**config.mk**
```make
export PLATFORM = sky130hd
export DESIGN_NAME = serieaparalelo_flat
export DESIGN_NICKNAME = d
export VERILOG_FILES = /design/src/rtl/serieaparalelo_pkg.sv /design/src/rtl/serieaparalelo_if.sv /design/src/rtl/serieaparalelo.sv /design/src/flat_wrapper.sv
export SDC_FILE = /design/constraint.sdc
export NUM_CORES = 1
export LEC_CHECK = 0
export ABC_AREA = 1
export BUFFER_PORTS_ARGS = -buffer_cell sky130_fd_sc_hd__buf_4
export CORE_MARGIN = 3
export CORE_UTILIZATION = 49
export CTS_CLUSTER_SIZE = 10
export DETAILED_ROUTE_END_ITERATION = 10
export GPL_TIMING_DRIVEN = 0
export PLACE_DENSITY = 0.72
export SYNTH_ARGS = -nofsm -noshare
export SYNTH_HDL_FRONTEND = slang
export SYNTH_SLANG_ARGS = --single-unit
```
**constraint.sdc**
```tcl
create_clock -name clk_32f -period 1.3 [get_ports clk_32f]
set_input_delay 0.13 -clock clk_32f [delete_from_list [all_inputs] [get_ports clk_32f]]
set_output_delay 0.13 -clock clk_32f [all_outputs]
set_load 0.02 [all_outputs]
```
**src/rtl/serieaparalelo_pkg.sv**
```systemverilog
`default_nettype none
// ============================================================================
// Module : serieaparalelo_pkg
// Brief  : Shared serial-PHY constants: idle/comma symbol, lock depth, states.
// Rev    : 1.0  initial release
// ============================================================================
package serieaparalelo_pkg;

  localparam logic [7:0] COMMA      = 8'hBC;
  localparam int         SYNC_COUNT = 4;

  localparam int STATE_W = 2;
  typedef logic [STATE_W-1:0] state_t;
  localparam state_t ST_SEARCH = 2'd0;
  localparam state_t ST_ALIGN  = 2'd1;
  localparam state_t ST_ACTIVE = 2'd2;

  function automatic logic is_comma(input logic [7:0] b, input logic [7:0] sym);
    return (b == sym);
  endfunction

endpackage
`default_nettype wire

```
**src/rtl/serieaparalelo_if.sv**
```systemverilog
`default_nettype none
// ============================================================================
// Module : serieaparalelo_if
// Brief  : Serial-in / byte-out bundle between the bit source and deserializer.
// Rev    : 1.0  initial release
// ============================================================================
interface serieaparalelo_if;

  logic       data_in;
  logic [7:0] data_out;
  logic       valid_out;
  logic       active;
  logic       byte_strobe;

  modport master (
    output data_in,
    input  data_out,
    input  valid_out,
    input  active,
    input  byte_strobe
  );

  modport slave (
    input  data_in,
    output data_out,
    output valid_out,
    output active,
    output byte_strobe
  );

endinterface
`default_nettype wire

```
**src/rtl/serieaparalelo.sv**
```systemverilog
`default_nettype none
// ============================================================================
// Module : serieaparalelo
// Brief  : Comma-aligned MSB-first serial-to-parallel deserializer.
// Rev    : 1.0  initial release
// ============================================================================
module serieaparalelo
  import serieaparalelo_pkg::*;
#(
  parameter logic [7:0] COMMA_SYM = COMMA,
  parameter int         SYNC_N    = SYNC_COUNT
) (
  input  wire             clk_32f,
  input  wire             reset,
  serieaparalelo_if.slave bus
);

  localparam int BC_W = $clog2(SYNC_N + 1);

  state_t          r_state;
  state_t          w_state_nxt;
  logic [6:0]      r_sr;
  logic [2:0]      r_bit_cnt;
  logic [2:0]      w_bit_cnt_nxt;
  logic [BC_W-1:0] r_bc_cnt;
  logic [BC_W-1:0] w_bc_cnt_nxt;
  logic [BC_W-1:0] w_bc_inc;
  logic [7:0]      r_data;
  logic [7:0]      w_data_nxt;
  logic            r_valid;
  logic            w_valid_nxt;
  logic            r_active;
  logic            w_active_nxt;
  logic            r_strobe;
  logic            w_strobe_nxt;

  logic [7:0]      w_cand;
  logic            w_hit;
  logic            w_byte_end;
  logic            w_locked;

  // Candidate includes the bit being sampled this cycle.
  assign w_cand     = {r_sr, bus.data_in};
  assign w_hit      = is_comma(w_cand, COMMA_SYM);
  assign w_byte_end = (r_bit_cnt == 3'd7);
  assign w_bc_inc   = (r_bc_cnt == BC_W'(SYNC_N)) ? r_bc_cnt : r_bc_cnt + BC_W'(1);
  assign w_locked   = (w_bc_inc == BC_W'(SYNC_N));

  always_ff @(posedge clk_32f) begin
    if (reset) begin
      r_state   <= ST_SEARCH;
      r_sr      <= '0;
      r_bit_cnt <= '0;
      r_bc_cnt  <= '0;
      r_data    <= '0;
      r_valid   <= 1'b0;
      r_active  <= 1'b0;
      r_strobe  <= 1'b0;
    end else begin
      r_state   <= w_state_nxt;
      r_sr      <= w_cand[6:0];
      r_bit_cnt <= w_bit_cnt_nxt;
      r_bc_cnt  <= w_bc_cnt_nxt;
      r_data    <= w_data_nxt;
      r_valid   <= w_valid_nxt;
      r_active  <= w_active_nxt;
      r_strobe  <= w_strobe_nxt;
    end
  end

  always_comb begin
    w_state_nxt = r_state;
    case (r_state)
      ST_SEARCH: if (w_hit) w_state_nxt = ST_ALIGN;
      ST_ALIGN: begin
        if (w_byte_end) begin
          if (!w_hit)        w_state_nxt = ST_SEARCH;
          else if (w_locked) w_state_nxt = ST_ACTIVE;
        end
      end
      ST_ACTIVE: w_state_nxt = ST_ACTIVE;
      default:   w_state_nxt = ST_SEARCH;
    endcase
  end

  always_comb begin
    w_bit_cnt_nxt = r_bit_cnt;
    w_bc_cnt_nxt  = r_bc_cnt;
    w_data_nxt    = r_data;
    w_valid_nxt   = r_valid;
    w_active_nxt  = r_active;
    w_strobe_nxt  = 1'b0;
    case (r_state)
      ST_SEARCH: begin
        w_bit_cnt_nxt = '0;
        if (w_hit) w_bc_cnt_nxt = BC_W'(1);
      end
      ST_ALIGN: begin
        w_bit_cnt_nxt = r_bit_cnt + 3'd1;
        if (w_byte_end) begin
          if (w_hit) begin
            w_bc_cnt_nxt = w_bc_inc;
            if (w_locked) w_active_nxt = 1'b1;
          end else begin
            w_bc_cnt_nxt = '0;
          end
        end
      end
      ST_ACTIVE: begin
        w_bit_cnt_nxt = r_bit_cnt + 3'd1;
        if (w_byte_end) begin
          w_strobe_nxt = 1'b1;
          if (w_hit) begin
            w_valid_nxt = 1'b0;
          end else begin
            w_data_nxt  = w_cand;
            w_valid_nxt = 1'b1;
          end
        end
      end
      default: w_bit_cnt_nxt = '0;
    endcase
  end

  assign bus.data_out    = r_data;
  assign bus.valid_out   = r_valid;
  assign bus.active      = r_active;
  assign bus.byte_strobe = r_strobe;

endmodule
`default_nettype wire

```
**src/flat_wrapper.sv**
```systemverilog
// flat-port wrapper written by rule: the top's interface ports become plain ports
module serieaparalelo_flat import serieaparalelo_pkg::*;
#(
  parameter logic [7:0] COMMA_SYM = COMMA,
  parameter int         SYNC_N    = SYNC_COUNT
)
  (clk_32f, reset, bus_data_in, bus_data_out, bus_valid_out, bus_active, bus_byte_strobe);
  serieaparalelo_if bus_i ();
  input  wire clk_32f;
  input  wire reset;
  input wire logic [$bits(bus_i.data_in)-1:0] bus_data_in;
  output wire logic [$bits(bus_i.data_out)-1:0] bus_data_out;
  output wire logic [$bits(bus_i.valid_out)-1:0] bus_valid_out;
  output wire logic [$bits(bus_i.active)-1:0] bus_active;
  output wire logic [$bits(bus_i.byte_strobe)-1:0] bus_byte_strobe;
  assign bus_i.data_in = bus_data_in;
  assign bus_data_out = bus_i.data_out;
  assign bus_valid_out = bus_i.valid_out;
  assign bus_active = bus_i.active;
  assign bus_byte_strobe = bus_i.byte_strobe;
  serieaparalelo #(.COMMA_SYM(COMMA_SYM), .SYNC_N(SYNC_N)) u_core (.clk_32f(clk_32f), .reset(reset), .bus(bus_i));
endmodule
```
Word level (Yosys, flattened, before mapping)

Cells that the tools add are included.

Flip-flop bits (word level): 26
Output and inout port bits: 11
Word-level logic and storage cells: 44

Add/subtract/negate cells: 2
Equality and inequality tests: 9
Multiplexer cells: 12
Bitwise logic cells: 3
Reductions and logical operators: 10

Operator list:

| kind                                                             | count |
|---|---|
| 3-bit 2-to-1 mux                                                 | 4 |
| 3-bit == test (second input constant)                            | 3 |
| 3-bit AND reduction                                              | 3 |
| 8-bit == test (second input constant)                            | 1 |
| 2-bit 2-to-1 mux                                                 | 4 |
| 3-bit by 1-bit adder with 3-bit output (second input constant)   | 2 |
| 2-bit one-hot mux with 3 select lines                            | 1 |
| 3-bit one-hot mux with 2 select lines                            | 1 |
| 2-bit OR reduction                                               | 3 |
| 2-bit by 1-bit != test with 1-bit output (second input constant) | 2 |
| 4-bit AND reduction                                              | 1 |
| 3-bit != test (second input constant)                            | 1 |
| 1-bit inverter                                                   | 3 |
| 2-bit by 1-bit == test with 1-bit output (second input constant) | 1 |
| 2-bit == test (second input constant)                            | 1 |
| 2-bit zero test                                                  | 1 |
| 1-bit 2-to-1 mux                                                 | 2 |
| 2-bit AND reduction                                              | 1 |
| 2-bit nonzero test                                               | 1 |

Longest topological paths before layout

Gate-level depths: netlist of the first run.

Word-level depth: 7
Depth in mapped cells: 10

Worst setup path before layout of the first run

OpenSTA, ideal clock, no wires.

Kind: register to register
Start: register u_core.r_bit_cnt[0]
End: register u_core.r_data[5], in the netlist u_core.bus.data_out[5]
Library setup time: 0.079 ns
Arrival: 1.236 ns
Required time: 1.221 ns
Setup slack: -0.015 ns
Cell stages (with the launch flop): 8
Cells stage by stage: dfxtp_1 ha_1 ha_1 nand2_1 nor2_4 buf_6 nor2_1 a211oi_2

Word-level cells in the longest chain between the ends: 2

Ends and longest elaborated chain:

| element                              | line                 | RTL |
|---|---|---|
| from (decl)                          | serieaparalelo.sv:23 | `logic [2:0] r_bit_cnt;` |
| from (signal assigned)               | serieaparalelo.sv:62 | `r_bit_cnt <= w_bit_cnt_nxt;` |
| 3-bit == test                        | serieaparalelo.sv:45 | `assign w_byte_end = (r_bit_cnt == 3'd7);` |
| via u_core.w_byte_end                | serieaparalelo.sv:39 | `logic w_byte_end;` |
| 3-bit AND reduction (no source line) | --                   |  |
| to (signal assigned)                 | serieaparalelo.sv:64 | `r_data <= w_data_nxt;` |
| to (decl)                            | serieaparalelo.sv:28 | `logic [7:0] r_data;` |

The timed path passes the listed nets, and every way through them passes these cells.
A chain may end at the register's enable or synchronous reset.

Final worst setup path of the first run

Start: register u_core.r_state[0]
End: register u_core.r_bc_cnt[2]

Word-level cells in the longest chain between the ends: 3
Elaborated cells between the ends (all ways): 7
Those cells by class: eq/ne (3); mux (1); reduce/logical (3)

Ends and longest elaborated chain:

| element                                                                                                | line                 | RTL |
|---|---|---|
| from (decl)                                                                                            | serieaparalelo.sv:20 | `state_t r_state;` |
| from (signal assigned)                                                                                 | serieaparalelo.sv:60 | `r_state <= w_state_nxt;` |
| 2-bit by 1-bit == test with 1-bit output / 2-bit zero test (equally long branches)                     | serieaparalelo.sv:93 | `case (r_state)` |
| 2-bit by 1-bit != test with 1-bit output (no source line) / 2-bit nonzero test (equally long branches) | --                   |  |
| 3-bit AND reduction (no source line)                                                                   | --                   |  |
| to (signal assigned)                                                                                   | serieaparalelo.sv:63 | `r_bc_cnt <= w_bc_cnt_nxt;` |
| to (decl)                                                                                              | serieaparalelo.sv:25 | `logic [BC_W-1:0] r_bc_cnt;` |

Several ways; a longest one is shown, not always the timed one.

==> results.md, run 1 <==
- DP HPWL: 1480 um
- Top cell type's share of synthesized area: 46.5%
- Core ar.: 0.00206 mm2
- Die width: 53.8 um
- Clock Path Buffers: 2
- Pwr/cell area: 970 mW/mm2
- RSZ-0062 raised after global routing: yes
- PnR Total Power: 1.45 mW
- CTS tree: done
- Max cap viols: 0
- Mapped Area: 0.00112 mm2
- Vias in the first global route: 866
- Run status: finished, violations left
- I/O Buffers: 13
- Tmin final: 1.32 ns
- Area grow syn2layout: 33.9%
- Worst R2R Path Depth: 7
- Final hold violation count: 0
- I/O pin total: 14
- Max Slew Vio Count: 0
- Syn_nets: 145
- Vias: 919
- Cells after Synth: 134
- HP Class: input pin to register
- # fillers: 154
- Clk sinks: 26
- Syn_area_per_cell: 8.35 um2
- Hold Crit Depth: 3
- Failing checks: setup timing
- Worst r2r src: u_core.r_state[0]
- Min-delay src: bus_data_in
- Clock Skew: 0.00115 ns
- Gr ovfl total: 0
- Hold EP: u_core.r_sr[0]
- Yosys reg bits: 26
- Fmax: 0.755 GHz
- Post-DRT Antenna Nets: 0
- GRT Total Usage: 17.0%
- Initial antenna violation count: 0
- Wire per inst: 12.8 um
- Largest net degree at the start of global routing: 15
- Worst vdd ir: 0.966 mV
- Drt pass-1 iters: 4
- R2R setup slack: -0.02 ns
- Final Util: 72.6%
- TritonCTS buffer count: 3
- Via-per-instance ratio: 4.97
- DRC: 0
- Initial core utilization: 54.2%
- Critical Path Source Type: register
- WP data required: 1.56 ns
- Row count: 16
- CTS clk-pin slew, worst paths: 0.14 ns
- Final setup fails: 4
- FF-to-FF End: u_core.r_bc_cnt[2]
- Area of the die: 0.00289 mm2
- Share of post-route cells with drive strength above 1: 48.1%
- DR iter-0 viols: 17
- WP data arrival: 1.59 ns
- Cell variety after synth: 20
- Slew margin rel.: 70.6%
- Hold WS: 0.0289 ns
- Area contributors post-synth: dfxtp_1, ha_1, nor2_1
- Die Span Y: 53.8 um
- Leak pwr: 0.614 nW
- # nets final: 170
- Gpl congestion: 0.861
- CP Max Fanout: 4
- Critical path type: register to register
- CTS Root Cell: clkbuf_4
- Tcrit/Tclk final: 102%
- Detailed Route WL: 2370 um
- Warnings from Yosys: 0
- Slew of the pin with the lowest slew margin: 0.440 ns
- First-pass GRT wire length: 3600 um
- Clock Latency Late Sink: 0.31 ns
- Final setup margin: -0.0240 ns
- Area leader, netlist: dfxtp_1
- Ant. Diodes: 0
- H-tree level count: 1
- Fin cells: 185
- Placed cells: 174
- Seq/Total Area, Yosys: 46.5%
- CP Capture Type: register
## Yosys cell counts (all sizes together)
library cell  count
nand4             1
a21oi            14
ha                8
clkbuf            1
or2               1
buf               1
inv              21
o21ai            11
dfxtp            26
nand3b            1
nor2             23
nand3             6
a211oi            1
nand2            19
## timing repair
action | in CTS | in global routing
setup endpoints to repair | 15 | 15
endpoints found under the hold margin | 1 | 0
resized for setup | 25 | 23
hold buffers | 1 | 0
gates cloned | 1 | 0
buffers inserted | 2 | 3
pin swaps | 7 | 9
## how the worst max path moves through the flow
stage          slack (ns)                start  depth (start not counted)                     end
6_report            -0.02    u_core.r_state[0]                          7      u_core.r_bc_cnt[2]
5_1_grt              -0.1   u_core.r_bc_cnt[0]                          9       u_core.r_state[0]
4_1_cts             -0.01  u_core.r_bit_cnt[1]                          7  u_core.bus.data_out[5]
3_5_place_dp        -0.19  u_core.r_bit_cnt[0]                          7  u_core.bus.data_out[5]
3_3_place_gp        -0.18  u_core.r_bit_cnt[0]                          7  u_core.bus.data_out[5]
2_1_floorplan      -0.006    u_core.r_state[1]                          8      u_core.r_bc_cnt[1]
## placed cells by master, fill, tap and decap left out
| cell | count |
|---|---|
| nand3_2 | 3 |
| a21oi_2 | 8 |
| nor2_2 | 1 |
| inv_6 | 1 |
| ha_1 | 2 |
| nor2_4 | 4 |
| clkbuf_8 | 1 |
| nand2_4 | 3 |
| nand4_1 | 1 |
| o21ai_0 | 8 |
| inv_4 | 1 |
| or2_1 | 1 |
| nand2_2 | 8 |
| buf_6 | 1 |
| nand3_1 | 3 |
| dlygate4sd3_1 | 1 |
| nor2_1 | 18 |
| clkbuf_1 | 1 |
| nand2_1 | 8 |
| buf_4 | 19 |
| dfxtp_1 | 18 |
| inv_2 | 8 |
| dfxtp_2 | 7 |
| clkbuf_4 | 3 |
| dfxtp_4 | 1 |
| o21ai_1 | 3 |
| ha_4 | 6 |
| inv_1 | 11 |
| nand3b_1 | 1 |
| a211oi_2 | 1 |
| a21oi_1 | 6 |
## stage by stage
| step | setup WS (ns) | instance area, um2 | setup TNS (ns) |
|---|---|---|---|
| after floorplan | -0.00552 | 1120 | -0.00959 |
| after global routing | -0.0967 | 1500 | -0.419 |
| after CTS | -0.0115 | 1400 | -0.0115 |
| final | -0.0240 | 1500 | -0.0659 |
| after detailed placement | -0.185 | 1250 | -1.74 |
| after global placement | -0.181 | 1250 | -1.50 |
## flip-flops by register name (all words and copies together) (netlist names)
name	flops
u_core.r_state	2
u_core.bus.active	1
u_core.r_bc_cnt	3
u_core.r_sr	7
u_core.bus.valid_out	1
u_core.r_bit_cnt	3
u_core.bus.data_out	8
u_core.bus.byte_strobe	1
## worst max-delay path: stages, from the launching register on
cell	delay, ns
dfxtp_4	0.40
inv_6	0.07
ha_4	0.14
or2_1	0.09
o21ai_1	0.06
a21oi_2	0.21
nand3_1	0.14
a21oi_2	0.15
## cell type report
type / instances / area [um2] / area share, %
Sequential cell: 26 / 533 / 35.6
Clock buffer: 4 / 36.3 / 2.42
Tap cell: 27 / 33.8 / 2.26
Buffer: 2 / 15.0 / 1.00
Inverter: 21 / 86.3 / 5.76
Multi-Input combinational cell: 85 / 641 / 42.8
Timing Repair Buffer: 20 / 153 / 10.2
## logic make-up (layout without fill, tap and decap cells)
logic type / after synthesis / after routing / synth area share (%)
and+or+nand+nor: 51 / 51 / 22.8
AOI/OAI and AO/OA: 26 / 26 / 13.3
DFF: 26 / 26 / 46.5
buffers and inverters: 23 / 47 / 8.39
adders and majority gates: 8 / 8 / 8.95
## metal layers
metal	track usage, %	wire length, um
met2	29.4	1200
met5	0	0
met1	21.6	1090
met3	2.49	62
met4	5.11	9
## power by group
group,switching [mW],internal [mW],total (mW)
clock network,0.237,0.171,0.408
registers,0.0205,0.819,0.840
logic,0.116,0.0893,0.205
total,0.373,1.08,1.45
(Power assumes the default switching activity.)
==> run 2: changes to the inputs <==
- ABC_AREA: 1 -> 0
==> run 2 against run 1 <==
Compared with the run above:
- the run still ends with setup timing left
- register-to-register slack worse by 0.56 ns
- sequential cell count did not move
- final cell count down 9.7%
- total power shrank 3.1%
- critical endpoint is now u_core.r_state[1]
- utilization is 0.59 points higher
- maximum frequency is 30% lower
- combinational power shrank 86%
- sequential share of layout area is 0.19 points lower
- worst setup slack got worse by 0.56 ns
- sequential power down 4.0%
- non-clock buffer count rose by 3
- critical path type unchanged
==> results.md, run 2 <==
- Run status: finished, violations left
- Failing checks: setup timing
- First-pass GRT wire length: 4030 um (+12%)
- Vias: 949 (+3.3%)
- Worst vdd ir: 0.705 mV (-27%)
- I/O Buffers: 12 (-1)
- Max Slew Vio Count: 0 (unchanged)
- Row count: 16 (unchanged)
- Tcrit/Tclk final: 145% (+43 points)
- Main synth FF type: dfxtp_1
- Design area: 0.00150 mm2 (-0.17%)
- Drt pass-1 iters: 4 (unchanged)
- Warnings from Yosys: 0 (unchanged)
- Clock Skew: 0.0121 ns (+0.0110 ns)
- Slew margin rel.: 64.4% (-6.2 points)
- H-tree level count: 1 (unchanged)
- Cells after Synth: 114 (-15%)
- Die width: 53.5 um (-0.55%)
- CTS Root Cell: clkbuf_4
- Placed cell areas: 0.00126 mm2 (+1.2%)
- M2 GR Usage: 33.1% (+3.6 points)
- Gpl congestion: 0.733 (-15%)
- CTS tree: done
- Placed cells: 153 (-12%)
- Slew of the pin with the lowest slew margin: 0.534 ns (+0.0934 ns)
- GRT Total Usage: 19.3% (+2.3 points)
- Post-DRT Antenna Nets: 0 (unchanged)
- PnR Total Power: 1.41 mW (-3.1%)
- Initial antenna violation count: 0 (unchanged)
- Max cap viols: 0 (unchanged)
- TritonCTS buffer count: 3 (unchanged)
- Async set or reset register ratio after synthesis: 0% (unchanged)
- Area of the die: 0.00286 mm2 (-1.1%)
- Max reg flops: 8 (unchanged)
- Final Util: 73.2% (+0.59 points)
- Pwr/cell area: 942 mW/mm2 (-2.9%)
- HP Class: input pin to register
- DP HPWL: 1550 um (+4.4%)
- Fmax: 0.529 GHz (-30%)
- Area grow syn2layout: 35.3%
- RSZ-0062 raised after global routing: yes
- Top cell type's share of synthesized area: 47.1% (+0.58 points)
- GR peak layer: met2
- Seq/Total Area, Yosys: 47.1% (+0.58 points)
- Ant. Diodes: 0 (unchanged)
- Detailed Route WL: 2560 um (+8.3%)
- Vias in the first global route: 923 (+6.6%)
- Leak pwr: 0.580 nW (-5.6%)
- CP Capture Type: register
- WP data arrival: 2.13 ns (+0.54 ns)
- Number of flops mapped to enable cells by yosys: 0 (unchanged)
- CP Max Fanout: 3 (-1)
- Final setup margin: -0.589 ns (-0.565 ns)
- Die Span Y: 53.5 um (-0.55%)
- Gr ovfl total: 0 (unchanged)
- Tmin final: 1.89 ns (+0.565 ns)
- Area leader, netlist: dfxtp_1
- Final hold violation count: 0 (unchanged)
- Most frequent cells in the layout: buf_4, dfxtp_1, a21oi_1
- Clock Path Buffers: 2 (unchanged)
- # nets final: 152 (-11%)
- I/O pin total: 14 (unchanged)
- Yosys reg bits: 26 (unchanged)
- Initial core utilization: 54.1% (-0.14 points)
- Area contributors post-synth: dfxtp_1, ha_1, a21oi_1
- DR iter-0 viols: 32 (+15)
- Count leader, synth: dfxtp_1
- Most common library cells after synthesis: dfxtp_1, a21oi_1, ha_1, nand2_1
- Largest net degree at the start of global routing: 16 (+1)
- Critical path type: register to register
- Wire per inst: 15.3 um (+20%)
- Via-per-instance ratio: 5.68 (+14%)
- Final setup fails: 7 (+3)
- GR Util met1: 23.8% (+2.2 points)
- Syn_nets: 125 (-14%)
- Clock Latency Late Sink: 0.34 ns (+0.03 ns)
- Clk sinks: 26 (unchanged)
- DRC: 0 (unchanged)
- Share of post-route cells with drive strength above 1: 38.6% (-9.5 points)
- CTS clk-pin slew, worst paths: 0.15 ns (about the same)
- Mapped Area: 0.00110 mm2 (-1.2%)
- GRT met3 Usage: 3.38% (+0.89 points)
- Core ar.: 0.00204 mm2 (-0.97%)
- WP data required: 1.54 ns (-0.02 ns)
- Critical Path Source Type: register
- Fin cells: 167 (-9.7%)
- Cell variety after synth: 32 (+60%)
- Syn_area_per_cell: 9.69 um2 (+16%)
==> run 2: final timing paths <==
| kind | start | to | slack, ns | cells past startpoint |
|---|---|---|---|---|
| max | u_core.r_bc_cnt[0] | u_core.r_state[1] | -0.59 | 6 |
| min | bus_data_in | u_core.r_sr[0] | 0.04 | 2 |
| max reg2reg | u_core.r_bc_cnt[0] | u_core.r_state[1] | -0.59 | 6 |
| min reg2reg | u_core.r_bit_cnt[0] | u_core.r_bit_cnt[0] | 0.45 | 1 |
==> run 2: where the power goes <==
| group | switching (mW) | internal [mW] | total [mW] |
|---|---|---|---|
| Sequential | 0.00609 | 0.800 | 0.806 |
| Combinational | 0.0168 | 0.0125 | 0.0292 |
| Clock | 0.261 | 0.312 | 0.573 |
| Total | 0.284 | 1.12 | 1.41 |
==> run 2: per-layer routing <==
layer	part of all wire, %	wire length (um)	vias up
li1	-	-	458
met1	46	1180	452
met2	47	1210	32
met3	5.1	131	7
met4	1.6	40	0
met5	0	0	-
==> run 2: what timing repair did <==
| item | in CTS | in global routing |
|---|---|---|
| gates cloned | 0 | 1 |
| pin swaps | 4 | 2 |
| buffers inserted | 4 | 5 |
| resized for setup | 9 | 23 |
| hold buffers | 0 | 0 |
| endpoints found under the setup margin | 15 | 16 |
==> run 2: kinds of logic (layout without fill, tap and decap cells) <==
group           Yosys count  in the layout  share of synthesized area, %
flops                    26             26                          47.1
mux                       2              2                          1.93
xor+xnor                  1              1                         0.793
fa+ha+maj                 8              8                          9.06
buf+inv                  10             35                          3.40
simple gates             38             38                          20.2
compound gates           29             30                          17.6
==> run 2: layout make-up <==
cell class,count,area (um2)
Buffer,4,22.5
Clock buffer,3,22.5
Clock inverter,1,30.0
Fill cell,159,547
Inverter,6,25.0
Multi-Input combinational cell,79,674
Sequential cell,26,529
Tap cell,27,33.8
Timing Repair Buffer,21,158
==> run 2: metrics by stage <==
stage | setup slack [ns] | setup TNS [ns] | hold WS, ns
6_report | -0.589 | -2.00 | 0.0367
5_1_grt | -0.619 | -2.79 | 0.0464
4_1_cts | -0.538 | -3.05 | 0.0507
3_5_place_dp | -0.556 | -3.40 | 0.385
3_3_place_gp | -0.528 | -2.98 | 0.372
2_1_floorplan | -0.403 | -1.11 | 0.258
==> run 2: critical path, stage by stage, from the launching register on <==
cell and delay, ns:
dfxtp_4 0.40, inv_4 0.04, ha_4 0.15, or3b_1 0.38, a311oi_2 0.35, a41oi_1 0.18, a311oi_2 0.29
